$ cat config.mk
export PLATFORM = sky130hd
export DESIGN_NAME = bit_serializer
export DESIGN_NICKNAME = d
export VERILOG_FILES = /design/src/rtl/bit_serializer.sv
export SDC_FILE = /design/constraint.sdc
export NUM_CORES = 1
export LEC_CHECK = 0
export BUFFER_PORTS_ARGS = -buffer_cell sky130_fd_sc_hd__buf_2
export CAP_MARGIN = 20
export CORE_AREA = 2 2 39 41
export DETAILED_ROUTE_END_ITERATION = 8
export DIE_AREA = 0 0 41 43
export GPL_TIMING_DRIVEN = 1
export PLACE_DENSITY = 0.79
export SETUP_SLACK_MARGIN = 0.15
export SYNTH_ARGS = -nofsm -noshare
export SYNTH_HDL_FRONTEND = slang
export SYNTH_SLANG_ARGS = --single-unit
$ cat constraint.sdc
create_clock -name clk -period 2.9 [get_ports clk]
set_clock_uncertainty 0.15 [all_clocks]
set_input_delay 0.29 -clock clk [delete_from_list [all_inputs] [get_ports clk]]
set_output_delay 0.29 -clock clk [all_outputs]
set_load 0.01 [all_outputs]
$ cat src/rtl/bit_serializer.sv
// ---------------------------------------------------------------------------
// bit_serializer
//
// Parallel-to-serial stage feeding the "more than one 1 in last 3 samples"
// detector. A WIDTH-bit word is taken on a valid/ready handshake and sent
// out one bit per clock on x. x is held at 0 between frames so the detector
// sees a clean zero stream. Back-to-back words are sent with no gap cycle.
//
// Parameters:
//   WIDTH      data word width, 2..32
//   MSB_FIRST  1: din[WIDTH-1] goes out first, 0: din[0] goes out first
//
// Ports:
//   clk         system clock, rising edge
//   rst         asynchronous active-low reset, released synchronously
//   din         parallel word, held stable until accepted
//   din_valid   upstream presents a word on din
//   din_ready   block accepts a word on this cycle's rising edge
//   x           serial bit to the detector
//   x_valid     x carries a frame bit
//   busy        a frame is in progress
//   frame_done  pulses with the last bit of a frame
//
// Optional feature, macro BIT_SERIALIZER_PARITY_EN:
//   When defined, an even-parity bit (XOR of the word) follows the last data
//   bit, making frames WIDTH+1 cycles long; frame_done and the reload
//   opportunity move to the parity cycle.
// ---------------------------------------------------------------------------
module bit_serializer #(
    parameter int WIDTH     = 8,
    parameter bit MSB_FIRST = 1'b1
) (
    input  logic             clk,
    input  logic             rst,
    input  logic [WIDTH-1:0] din,
    input  logic             din_valid,
    output logic             din_ready,
    output logic             x,
    output logic             x_valid,
    output logic             busy,
    output logic             frame_done
);

    localparam int CW = (WIDTH > 1) ? $clog2(WIDTH) : 1;
    localparam logic [CW-1:0] LAST_IDX = CW'(WIDTH - 1);
`ifndef BIT_SERIALIZER_PARITY_EN
    localparam logic [CW-1:0] PENULT_IDX = CW'(WIDTH - 2);
`endif

`ifdef BIT_SERIALIZER_PARITY_EN
    typedef enum logic [1:0] {IDLE, SHIFT, PARITY} state_t;
`else
    typedef enum logic [1:0] {IDLE, SHIFT} state_t;
`endif

    state_t           state;
    logic [WIDTH-1:0] shreg;
    logic [CW-1:0]    cnt;
`ifdef BIT_SERIALIZER_PARITY_EN
    logic             par;
`endif

    logic last_bit;
    logic accept;
    logic first_bit;
    logic next_bit;

    // x is registered, so the bit shown after a load is taken straight from
    // din, and during shifting the bit one position behind the head of the
    // shift register is the one that goes out next.
    assign first_bit = MSB_FIRST ? din[WIDTH-1] : din[0];
    assign next_bit  = MSB_FIRST ? shreg[WIDTH-2] : shreg[1];

    // The cycle that shows the final bit of a frame is also a reload slot,
    // which is what lets back-to-back frames run with no bubble.
`ifdef BIT_SERIALIZER_PARITY_EN
    assign last_bit = (state == PARITY);
`else
    assign last_bit = (state == SHIFT) && (cnt == LAST_IDX);
`endif

    assign din_ready = rst && ((state == IDLE) || last_bit);
    assign accept    = din_valid && din_ready;

    // Single FSM with registered outputs. A load always wins; otherwise the
    // frame either advances one bit, moves to the parity bit, or returns to
    // IDLE with x forced back to 0.
    always_ff @(posedge clk or negedge rst) begin
        if (!rst) begin
            state      <= IDLE;
            shreg      <= '0;
            cnt        <= '0;
            x          <= 1'b0;
            x_valid    <= 1'b0;
            busy       <= 1'b0;
            frame_done <= 1'b0;
`ifdef BIT_SERIALIZER_PARITY_EN
            par        <= 1'b0;
`endif
        end else if (accept) begin
            state      <= SHIFT;
            shreg      <= din;
            cnt        <= '0;
            x          <= first_bit;
            x_valid    <= 1'b1;
            busy       <= 1'b1;
            frame_done <= 1'b0;
`ifdef BIT_SERIALIZER_PARITY_EN
            par        <= ^din;
`endif
        end else begin
            case (state)
                SHIFT: begin
                    if (cnt == LAST_IDX) begin
`ifdef BIT_SERIALIZER_PARITY_EN
                        state      <= PARITY;
                        x          <= par;
                        frame_done <= 1'b1;
`else
                        state      <= IDLE;
                        shreg      <= '0;
                        cnt        <= '0;
                        x          <= 1'b0;
                        x_valid    <= 1'b0;
                        busy       <= 1'b0;
                        frame_done <= 1'b0;
`endif
                    end else begin
                        shreg <= MSB_FIRST ? (shreg << 1) : (shreg >> 1);
                        cnt   <= cnt + CW'(1);
                        x     <= next_bit;
`ifdef BIT_SERIALIZER_PARITY_EN
                        frame_done <= 1'b0;
`else
                        frame_done <= (cnt == PENULT_IDX);
`endif
                    end
                end
                default: begin
                    state      <= IDLE;
                    shreg      <= '0;
                    cnt        <= '0;
                    x          <= 1'b0;
                    x_valid    <= 1'b0;
                    busy       <= 1'b0;
                    frame_done <= 1'b0;
                end
            endcase
        end
    end

endmodule

==> results <==
- Global routing consumed, over all layers together, 13.32% of the routing resources.
- The design draws ~590 uW.
- The flow ran to the end, and the final reports show no timing, DRC or antenna violations.
- The critical path starts at cnt[0]$_DFF_PN0_.
- The type of destination of the critical path is an output port.
- Gates resized during post-CTS repair numbered 0.
- The share of power burned in the clock network is 18.5%.
- The final route contains 391 vias.
- Detailed placement ended at an HPWL of 676.4 um.
- The area added between synthesis and finish is 17.79%.
- The worst path uses a little under three quarters of the clock period.
- Clock tree synthesis inserted a total of 3 buffers.
- The CTS tree is yes.
- After clock tree synthesis, the clock-pin slew on the worst setup and hold paths is 0.07 ns.
- The final standard cell utilization of the core is 52.08%.
- The most instantiated flip-flop cell in the synthesis netlist is dfrtp_1.
- The fraction of power consumed by combinational cells is 34.9%.
- The count of nets left with antenna violations once routing finished came out at 0.
- Summed over all layers, the global routing overflow is 0.
- The placeable core area is 1384 um^2.
- CTS built an H-tree with a depth of 1.
- The net total in the final layout is 77.
- For the worst-skew pair, the clock arrives at the later sink with an insertion delay of 0.27 ns.
- The routed length per placed instance is 12.05 um.
- Buffers added to address setup during post-CTS repair amount to 0.
- The power density over the cells is 823.9 nW/um^2.
- The largest vdd supply drop is 0.4980 mV.
- The overall die height is 43 um.
- The repair_antennas step left the layout with diodes totalling 0.
- The first global-routing pass estimated 1538 um of wire.
- Of the total power, the share spent switching nets is 29.88%.
- The placed instances occupy a cell area of between 600 and 700 um^2.
- The leakage power summed over all cells is 0.4019 nW.
- Counting flops with an async set or reset pin after synthesis yields a share of 100.0%.
- The total I/O pin count is 16.
- The cell chosen for the clock root is clkbuf_4.
- The tool flagged a number of max-cap violations equal to 0.
- The total count of hold-check failures in the final report is 0.
- The number of buffers on the longest clock path is 2.
- The number of global-route vias before repair is 361.
- The worst-margin pin slew is 0.3993 ns.
- Counting flops and latches in the post-synthesis netlist gives 13.
- Setup repair after global routing left no endpoint under its margin.
- dfrtp_1 takes more of the synthesized area than any other cell.
- The worst register-to-register path has a setup slack of between 1 and 1.5 ns.
- The footprint of the flip-flops and latches is 325.3 um^2.
- The largest fanout of any net on the critical path is 11.
- The maximum number of pins on one net before global-route repair is 25.
- By area the synthesized netlist is led by dfrtp_1, mux2_4, and3_1.
- Data on the critical path is required at its endpoint by 2.46 ns.
- The total non-filler cell area in the finished layout is 720.7 um^2.
- The number of DRC violations after detailed-routing iteration 0 is 6.
- The detailed-route wire length is 940 um.
- The minimum clock period is a little over 2 ns.
- Setup violations remaining at the end of the flow were counted as 0.
- In this run the critical register-to-register path is launched from cnt[0]$_DFF_PN0_.
- The sequential area share after synthesis is 53.17%.
- The Yosys step of the flow raised 0 warnings.
- The internal power is about 420 uW.
- The tightest slew margin relative to the limit is 73.38%.
- The critical path is of the reg2out type.
- The max-slew violation count is 0.
- Data arrives at the worst endpoint at ~1.6 ns.
- The number of port buffers is 15.
- The number of antenna violations at the first check in global routing is 0.
- The reg-to-reg critical path endpoint is shreg[6]$_DFF_PN0_.
- In this run the mean area of a mapped cell was about 14 um^2.
- Based on the critical path, the design can be clocked at up to ~480 MHz.
- After synthesis, the netlist uses 16 different library cells.
- For this configuration, the core starts out at a cell density of 44.21%.
- The cell area after technology mapping is 611.8 um^2.
- The type of the tightest min-delay check is in2reg.
- The worst register-to-register path has a depth of 4.
- Cells with a size suffix above 1 make up 46.77% of the layout.
- The share of synthesized area in the top cell type comes to 53.17%.
- For this design the total switching power over the nets is 177.4 uW.
- From left edge to right edge, the die measures about 40 um.
- After floorplanning, the core was divided into 14 placement rows.
- The floorplan step defined a die boundary enclosing 1763 um^2.
- The number of flops mapped to enable cells by yosys is 0.
- The count of unresolved DRC violations after routing is 0.
- The placer's final routability congestion estimate is around 0.72.
- Synthesis handed over a netlist of 45 instances.
- The element type at the critical path start is a register.
- The first-pass iteration count of the detailed router is 3.
- Using the TritonRoute via totals, the vias-per-cell ratio works out to 5.013.
- The area occupied by multi-input gates is 260.3 um^2.
- The fraction of power consumed by sequential logic is 46.6%.
- The end point of the critical path is din_ready.
- Adding up every negative setup slack in the final design gives 0 ns.
- The number of nets handed over by synthesis was 59.
- The number of filler instances in the final layout is approximately 130.
- The number of sinks handled by clock tree synthesis is 13.
-- how the worst min path moves through the flow --
stage,start,endpoint,slack (ns),cells after the start
after detailed placement,rst,x$_DFF_PN0_,0.09,1
after CTS,din_valid,busy$_DFFE_PN0P_,0.16,3
final,din_valid,busy$_DFFE_PN0P_,0.17,3
after floorplan,rst,busy$_DFFE_PN0P_,-0.16,0
after global placement,rst,shreg[6]$_DFF_PN0_,0.08,1
after global routing,din[0],shreg[0]$_DFF_PN0_,0.18,2
-- cells in the final DEF (no fill, tap or decap), drive strengths merged --
cell         instances
and2                 1
and3                 8
and3b                1
and4                 1
buf                 15
clkbuf               4
dfrtp               13
dlygate4sd3          1
ha                   3
inv                  1
mux2                 7
nand2                3
nand2b               1
nor2                 1
nor3b                2
-- final cells by class --
type,instances,share of cell area [%]
tap,16,2.778
clock buffer,4,3.646
timing repair buffer,16,11.81
multi-input combinational,28,36.11
inverter,1,0.5208
sequential,13,45.14
-- worst max-delay path: stages (launching register included) --
cell and delay (ns):
dfrtp_1 0.40, ha_1 0.21, ha_1 0.18, nand2b_4 0.22
and2_2 0.22, buf_2 0.13
-- cells by family after synthesis --
family | Yosys count | synth area share [%]
DFF | 13 | 53.17
buffers and inverters | 4 | 4.294
adders and majority gates | 3 | 6.136
and+or+nand+nor | 18 | 19.84
muxes | 7 | 16.56
-- sequential cells by signal, indices dropped and copies added, names as in the netlist --
signal,count
x,1
shreg,7
frame_done,1
cnt,3
busy,1
-- power by group through the flow --
stage / clock network [mW] / registers, mW / logic, mW
floorplan: 0 / 0.281 / 0.164
global placement: 0 / 0.278 / 0.198
detailed placement: 0 / 0.282 / 0.211
CTS: 0.114 / 0.278 / 0.213
global route: 0.120 / 0.285 / 0.236
finish: 0.110 / 0.277 / 0.207
-- layer usage --
metal / routed length (um) / global-route usage [%] / vias up
met5: 0 / 0 / -
met4: 17 / 8.000 / 0
met3: 56 / 3.141 / 2
met2: 420 / 18.75 / 13
met1: 447 / 17.87 / 187
li1: - / - / 189
-- cells in the mapped netlist, types with 2 or more instances --
cell     instances
and3_1           8
dfrtp_1         13
ha_1             3
mux2_4           6
nand2_1          3
nor3b_1          2
-- metrics by stage --
step	setup slack (ns)	hold slack, ns	instances
floorplan	1.234	-0.1556	45
global placement	1.155	0.08222	73
detailed placement	1.124	0.08957	73
CTS	0.8164	0.1598	78
global route	0.7465	0.1819	78
finish	0.8350	0.1695	78
-- repair_timing --
| action | 4_1_cts | 5_1_grt |
|---|---|---|
| hold buffers | 1 | 0 |
| endpoints found under the setup margin | 0 | 0 |
| hold endpoints to repair | 13 | 0 |
Power figures use the tool's default switching activity.
